[config.mk]
export PLATFORM = sky130hd
export DESIGN_NAME = multdiv_issue_ctrl
export DESIGN_NICKNAME = d
export VERILOG_FILES = /design/src/rtl/multdiv_issue_ctrl.sv
export SDC_FILE = /design/constraint.sdc
export NUM_CORES = 1
export LEC_CHECK = 0
export CORE_MARGIN = 2
export CORE_UTILIZATION = 41
export DETAILED_ROUTE_END_ITERATION = 16
export DONT_BUFFER_PORTS = 1
export GPL_TIMING_DRIVEN = 0
export PLACE_DENSITY_LB_ADDON = 0.25
export SLEW_MARGIN = 20
export SYNTH_ARGS = -nofsm -noshare
export SYNTH_HDL_FRONTEND = slang
export SYNTH_SLANG_ARGS = --single-unit
[constraint.sdc]
create_clock -name clock -period 4 [get_ports clock]
set_input_delay 0.6 -clock clock [delete_from_list [all_inputs] [get_ports clock]]
set_output_delay 0.6 -clock clock [all_outputs]
set_load 0.01 [all_outputs]
[src/rtl/multdiv_issue_ctrl.sv]
// multdiv_issue_ctrl: issue/sequencing front-end for the multi-cycle
// multiplier and divider. It latches one request, fires a one-cycle start
// pulse, waits for the unit's completion strobe (or the watchdog), and holds
// the captured result on a valid/ready writeback handshake.
module multdiv_issue_ctrl #(
    parameter int TIMEOUT = 40
) (
    input  logic        clock,
    input  logic        reset,
    // request from execute
    input  logic        in_valid,
    output logic        in_ready,
    input  logic        in_is_div,
    input  logic [31:0] in_opA,
    input  logic [31:0] in_opB,
    input  logic [4:0]  in_rd,
    input  logic        flush,
    // arithmetic unit side
    output logic        ctrl_MULT,
    output logic        ctrl_DIV,
    output logic [31:0] data_operandA,
    output logic [31:0] data_operandB,
    input  logic [31:0] data_result,
    input  logic        data_exception,
    input  logic        data_resultRDY,
    // writeback
    output logic        wb_valid,
    input  logic        wb_ready,
    output logic [31:0] wb_result,
    output logic        wb_exception,
    output logic [4:0]  wb_rd,
    output logic        busy
);

    // One extra bit so TIMEOUT-1 always fits and saturation has headroom.
    localparam int WD_W = $clog2(TIMEOUT) + 1;
    localparam logic [WD_W-1:0] WD_LAST = WD_W'(TIMEOUT - 1);

    typedef enum logic [1:0] {
        IDLE  = 2'd0,
        ISSUE = 2'd1,
        BUSY  = 2'd2,
        DONE  = 2'd3
    } state_t;

    state_t          state;
    logic [WD_W-1:0] wd_cnt;
    logic [4:0]      rd_q;

    assign in_ready = (state == IDLE);
    assign busy     = (state != IDLE);

    // Single FSM: state, operand latches, start pulses, watchdog and wb capture.
    always_ff @(posedge clock or posedge reset) begin
        if (reset) begin
            state         <= IDLE;
            wd_cnt        <= '0;
            rd_q          <= '0;
            ctrl_MULT     <= 1'b0;
            ctrl_DIV      <= 1'b0;
            data_operandA <= '0;
            data_operandB <= '0;
            wb_valid      <= 1'b0;
            wb_result     <= '0;
            wb_exception  <= 1'b0;
            wb_rd         <= '0;
        end else begin
            // Start pulses are only ever set on the accept edge, so clearing
            // them by default makes them exactly one cycle wide.
            ctrl_MULT <= 1'b0;
            ctrl_DIV  <= 1'b0;
            if (flush) begin
                // Abort wins over everything, including a pending accept.
                state    <= IDLE;
                wb_valid <= 1'b0;
            end else begin
                unique case (state)
                    IDLE: begin
                        if (in_valid) begin
                            data_operandA <= in_opA;
                            data_operandB <= in_opB;
                            rd_q          <= in_rd;
                            if (in_is_div && (in_opB == 32'd0)) begin
                                // Divide-by-zero never reaches the unit.
                                wb_result    <= '0;
                                wb_exception <= 1'b1;
                                wb_rd        <= in_rd;
                                wb_valid     <= 1'b1;
                                state        <= DONE;
                            end else begin
                                ctrl_MULT <= ~in_is_div;
                                ctrl_DIV  <= in_is_div;
                                state     <= ISSUE;
                            end
                        end
                    end
                    ISSUE: begin
                        // RDY is ignored here: the unit is still resetting.
                        wd_cnt <= '0;
                        state  <= BUSY;
                    end
                    BUSY: begin
                        if (data_resultRDY) begin
                            wb_result    <= data_result;
                            wb_exception <= data_exception;
                            wb_rd        <= rd_q;
                            wb_valid     <= 1'b1;
                            state        <= DONE;
                        end else if (wd_cnt == WD_LAST) begin
                            wb_result    <= '0;
                            wb_exception <= 1'b1;
                            wb_rd        <= rd_q;
                            wb_valid     <= 1'b1;
                            state        <= DONE;
                        end else if (wd_cnt != '1) begin
                            wd_cnt <= wd_cnt + 1'b1;
                        end
                    end
                    DONE: begin
                        if (wb_ready) begin
                            wb_valid <= 1'b0;
                            state    <= IDLE;
                        end
                    end
                    default: state <= IDLE;
                endcase
            end
        end
    end

endmodule

# Word level (Yosys, flattened, before mapping)
# Index checks and enable logic that the tools add are counted.
[word_totals]
register_bits = 119
wordCells = 79
output_inout_bits = 107
[op_classes]
n_eq_ne = 15
add_sub_neg = 1
bitwise = 2
muxes = 38
reduce_logical = 12
[ops]
columns = ["op", "count"]
rows = [
  ["two-way mux 32 bit", 4],
  ["case mux 32 bit (2 select lines)", 1],
  ["zero test 32 bit", 1],
  ["two-way mux 7 bit", 3],
  ["two-way mux 5 bit", 4],
  ["two-way mux 1 bit", 15],
  ["AND reduction 5 bit", 3],
  ["case mux 7 bit (2 select lines)", 1],
  ["two-way mux 2 bit", 6],
  ["case mux 5 bit (2 select lines)", 1],
  ["inequality test 2 bit (second input constant)", 4],
  ["case mux 2 bit (4 select lines)", 1],
  ["adder 7 x 1 -> 7 bit (second input constant)", 1],
  ["equality test 7 x 6 -> 1 bit (second input constant)", 1],
  ["inequality test 7 bit (second input constant)", 1],
  ["inequality test 3 bit (second input constant)", 2],
  ["AND reduction 3 bit", 2],
  ["nonzero test 2 bit", 3],
  ["equality test 2 bit (second input constant)", 2],
  ["inequality test 4 bit (second input constant)", 1],
  ["nonzero test 4 bit", 1],
  ["inequality test 3 x 1 -> 1 bit (second input constant)", 1],
  ["inequality test 3 x 2 -> 1 bit (second input constant)", 1],
  ["case mux 1 bit (3 select lines)", 1],
  ["other kinds (6)", 7],
]

# Longest topological paths before layout
[depth]
depth_word = 6
mapped_depth = 9
ltp_nobuf = 7

# Worst setup path after synthesis
# Ideal clock, no wire load.
[synth_path]
path_type = "in2reg"
start = "input in_opB[9]"
end = "register wb_result[0]"
path_slack_ns = 1.991
path_stages = 6
t_arrival_ns = 1.884
n_path_buf = 1
cell_sequence = "nor4_1 -> nand4_1 -> o31ai_2 -> nand2_2 -> buf_6 -> mux2_4"
[synth_between]
elab_chain_cells = 4
[synth_rtl]
columns = ["item", "line_no", "source"]
rows = [
  ["start, declared", "15", "input logic [31:0] in_opB,"],
  ["zero test 32 bit", "83", "if (in_is_div && (in_opB == 32'd0)) begin"],
  ["logical AND 1 bit", "83", ""],
  ["inequality test 2 x 1 -> 1 bit (no line)", "n/a", ""],
  ["AND reduction 5 bit (no line)", "n/a", ""],
  ["end signal, assigned", "104", "wb_result <= data_result;"],
  ["end, declared", "29", "output logic [31:0] wb_result,"],
]
# Every way passes these cells.
# A chain may end at the register's enable or synchronous reset.

# Worst setup path after layout
[layout_path]
start = "register state[0]"
end = "register data_operandB[13]"
[layout_between]
elab_chain_cells = 2
[layout_rtl]
columns = ["item", "line_no", "source"]
rows = [
  ["start, declared", "46", "state_t state;"],
  ["start signal, assigned", "56", "state <= IDLE;"],
  ["start signal, assigned", "74", "state <= IDLE;"],
  ["start signal, assigned", "89", "state <= DONE;"],
  ["zero test 2 bit", "n/a", ""],
  ["net in_ready", "12", "output logic in_ready,"],
  ["AND reduction 3 bit (no line)", "n/a", ""],
  ["end signal, assigned", "81", "data_operandB <= in_opB;"],
  ["end, declared", "22", "output logic [31:0] data_operandB,"],
]
# The timed path passes the listed nets, and every way through them passes these cells.

==> impl_metrics.toml <==
[worst_setup_path]
criticalPathCategory = "flip-flop to flip-flop"
crit_chain = "inv_1, ha_1, nand3b_1, buf_2, clkinv_1, buf_2, buf_1, nand2_1, nand2_1"
worstPathArrival_ns = 2.69
required_ns = 4.35
r2r_slack_ns = 1.66
r2r_start = "state[0]"
cpPeakStageDelay_ns = 0.41
critical_path.endpoint_type = "flip-flop"
r2r_end = "data_operandB[13]"
cp_slowest_cell = "ha_1"
startpoint_type = "flip-flop"
cp_max_fo = 10
worst_r2r_path_depth = 9

[cts]
clockBufferDepth = 2
htreeDepth = 4
cts_tree = "done"
cts_inserted_buffers = 17
cts_setup_buffers = 0
cts.sinks = 119
insertion_delay_ns = 0.41
ctsHoldBuffers = 0
path_clk_slew_ns = 0.06
cts.root.buffer_cell = "clkbuf_16"
cts_resized = 0

[power]
p_switching_mw = 1.68
p_sw_frac = 0.368
cellPowerDensity_nw_per_um2 = 755
power_mw = 4.56
clock_power_share = 0.321
ir_drop_uv = 328
p_comb_frac = 0.204
internal_power_mw = 2.88
leakagePower_nw = 3.15
seq_power_share = 0.475

[global_routing]
grt_max_degree = 64
grt_overflow = 0
grt_pass1_wl_um = 20300
track_usage = 0.196
antenna_found_initial = 0
first_global_vias = 3953

[final_layout]
diodes = 0
drive_gt1_frac = 0.149
area_growth_pct = 15.7
final_common_cell = "nand2_1"
fin_cells = 724
layout_common_cells = "214 x nand2_1, 119 x dfrtp_1, 34 x and3_1"
fin_nets = 653
fillers = 1207

[synth]
synth_async_sr_flop_share = 1.00
synth_edf_count = 0
yosys.area.top_type_share = 0.570
synth-seq-area-share = 0.570
syn_inst = 519
synth_warnings = 0
synth_seq_cells = 119
syn_area_per_cell_um2 = 10.1
ys.flop_type = "dfrtp_1"
ys_top_cells_by_area = "dfrtp_1 57%, nand2_1 15%, mux2_4 8.6%"
yosysTopAreaCell = "dfrtp_1"
synth_nets = 633
synth.cell_area_um2 = 5220
ys_types = 37

[placement]
place_congestion = 0.809
dp_cells = 692
dp_hpwl_um = 9590
numPortBuffers = 0

[sta]
tightest_slew_ns = 0.548
slew_violations = 0
period_minus_slack_ns = 2.34
rsz0062_at_grt = "no"
setup_violations = 0
fmax_mhz = 427
finalHoldViolations = 0
finalCritPeriodShare = 0.586
fin_skew_ns = 0.0136
max_slew_margin = 0.635

[floorplanning]
placementRows = 41
dieArea_um2 = 13700
coreArea_um2 = 12500
die_w_um = 117
io-pin-count = 216
chipHeight_um = 117
start_util = 0.417

[status]
status = "completed"

[flow_run]
drv_cap = 0

[detailed_routing]
drtPass1Iterations = 4
drt-total-wl_um = 12800
vias = 3725
wl_per_cell_um = 17.6
antenna_left = 0
drc_errors = 0
drtIter0Drc = 201
viasPerCell = 5.15

[min_path]
hp-class = "input port to async pin"
==> critical path: cells and delay by family, from the launching register on <==
kind	cells	cell delay (ns)
buffers and inverters	5	1.17
adder cells (fa/ha/maj)	1	0.41
flip-flops	1	0.39
AND/OR/NAND/NOR	3	0.30
==> through the flow <==
step | setup TNS (ns) | utilization | instance area [µm²] | hold slack, ns | setup WS, ns
after floorplan | 0 | - | 5220 | 0.442 | 0.243
after global placement | -110.89 | 0.434 | 5440 | 0.459 | -0.939
after detailed placement | 0 | 0.437 | 5470 | 0.469 | 1.43
after CTS | 0 | 0.482 | 6040 | 0.108 | 1.58
after global routing | 0 | 0.482 | 6040 | 0.129 | 1.37
final | 0 | 0.482 | 6040 | 0.102 | 1.66
==> synth_stat cells (all sizes together) (3+ instances only) <==
cell type	count
dfrtp	119
mux2	34
mux2i	6
nor3	4
ha	5
clkbuf	20
a31oi	10
nor4	9
nand2b	3
a21oi	9
buf	9
o31ai	3
inv	6
nor2	11
nand2	215
and3	34
o21ai	5
==> metal layers <==
| layer | global-route usage | vias up | wire, µm |
|---|---|---|---|
| met3 | 0.0906 | 13 | 1410 |
| met1 | 0.215 | 1781 | 4970 |
| met5 | 0 | - | 0 |
| met4 | 0.0792 | 0 | 198 |
| met2 | 0.329 | 168 | 6190 |
| li1 | - | 1763 | - |
==> flip-flops by register name (all words and copies together), names as in the netlist <==
signal / count
data_operandA: 32
data_operandB: 32
wb_result: 32
wd_cnt: 7
rd_q: 5
wb_rd: 5
state: 2
ctrl_DIV: 1
ctrl_MULT: 1
wb_exception: 1
wb_valid: 1
==> cells by family after synthesis <==
family,Yosys count,share of synthesized area
AND/OR/NAND/NOR,285,0.237
flip-flops,119,0.570
multiplexers,40,0.106
buffers and inverters,36,0.0314
AO/OA/AOI/OAI,34,0.0431
adder cells (fa/ha/maj),5,0.0120
==> worst max path at each step <==
stage	start	to	slack (ns)	cells after the start
2_1_floorplan	reset	ctrl_DIV	0.24	1
3_3_place_gp	reset	data_operandA[9]	-0.94	1
3_5_place_dp	in_opB[9]	wb_result[24]	1.43	6
4_1_cts	state[0]	data_operandB[13]	1.58	9
5_1_grt	state[0]	data_operandB[17]	1.37	9
6_report	state[0]	data_operandB[13]	1.66	9
==> area by class of cell <==
class / instances / area, µm² / area share
inverter: 7 / 31.3 / 0.00518
tap: 172 / 215 / 0.0356
clock buffer: 18 / 429 / 0.0711
multi-input combinational: 364 / 2080 / 0.344
clock inverter: 14 / 140 / 0.0232
timing repair buffer: 1 / 27.5 / 0.00456
buffer: 29 / 138 / 0.0228
sequential: 119 / 2980 / 0.493
==> power by group through the flow <==
stage          Clock [mW]  Combinational (mW)  Sequential (mW)
6_report             1.46               0.930             2.17
5_1_grt              1.56                1.07             2.23
4_1_cts              1.50               0.947             2.18
3_5_place_dp            0               0.957             2.18
3_3_place_gp            0               0.898             2.18
2_1_floorplan           0               0.757             2.07
(Power assumes the default switching activity.)
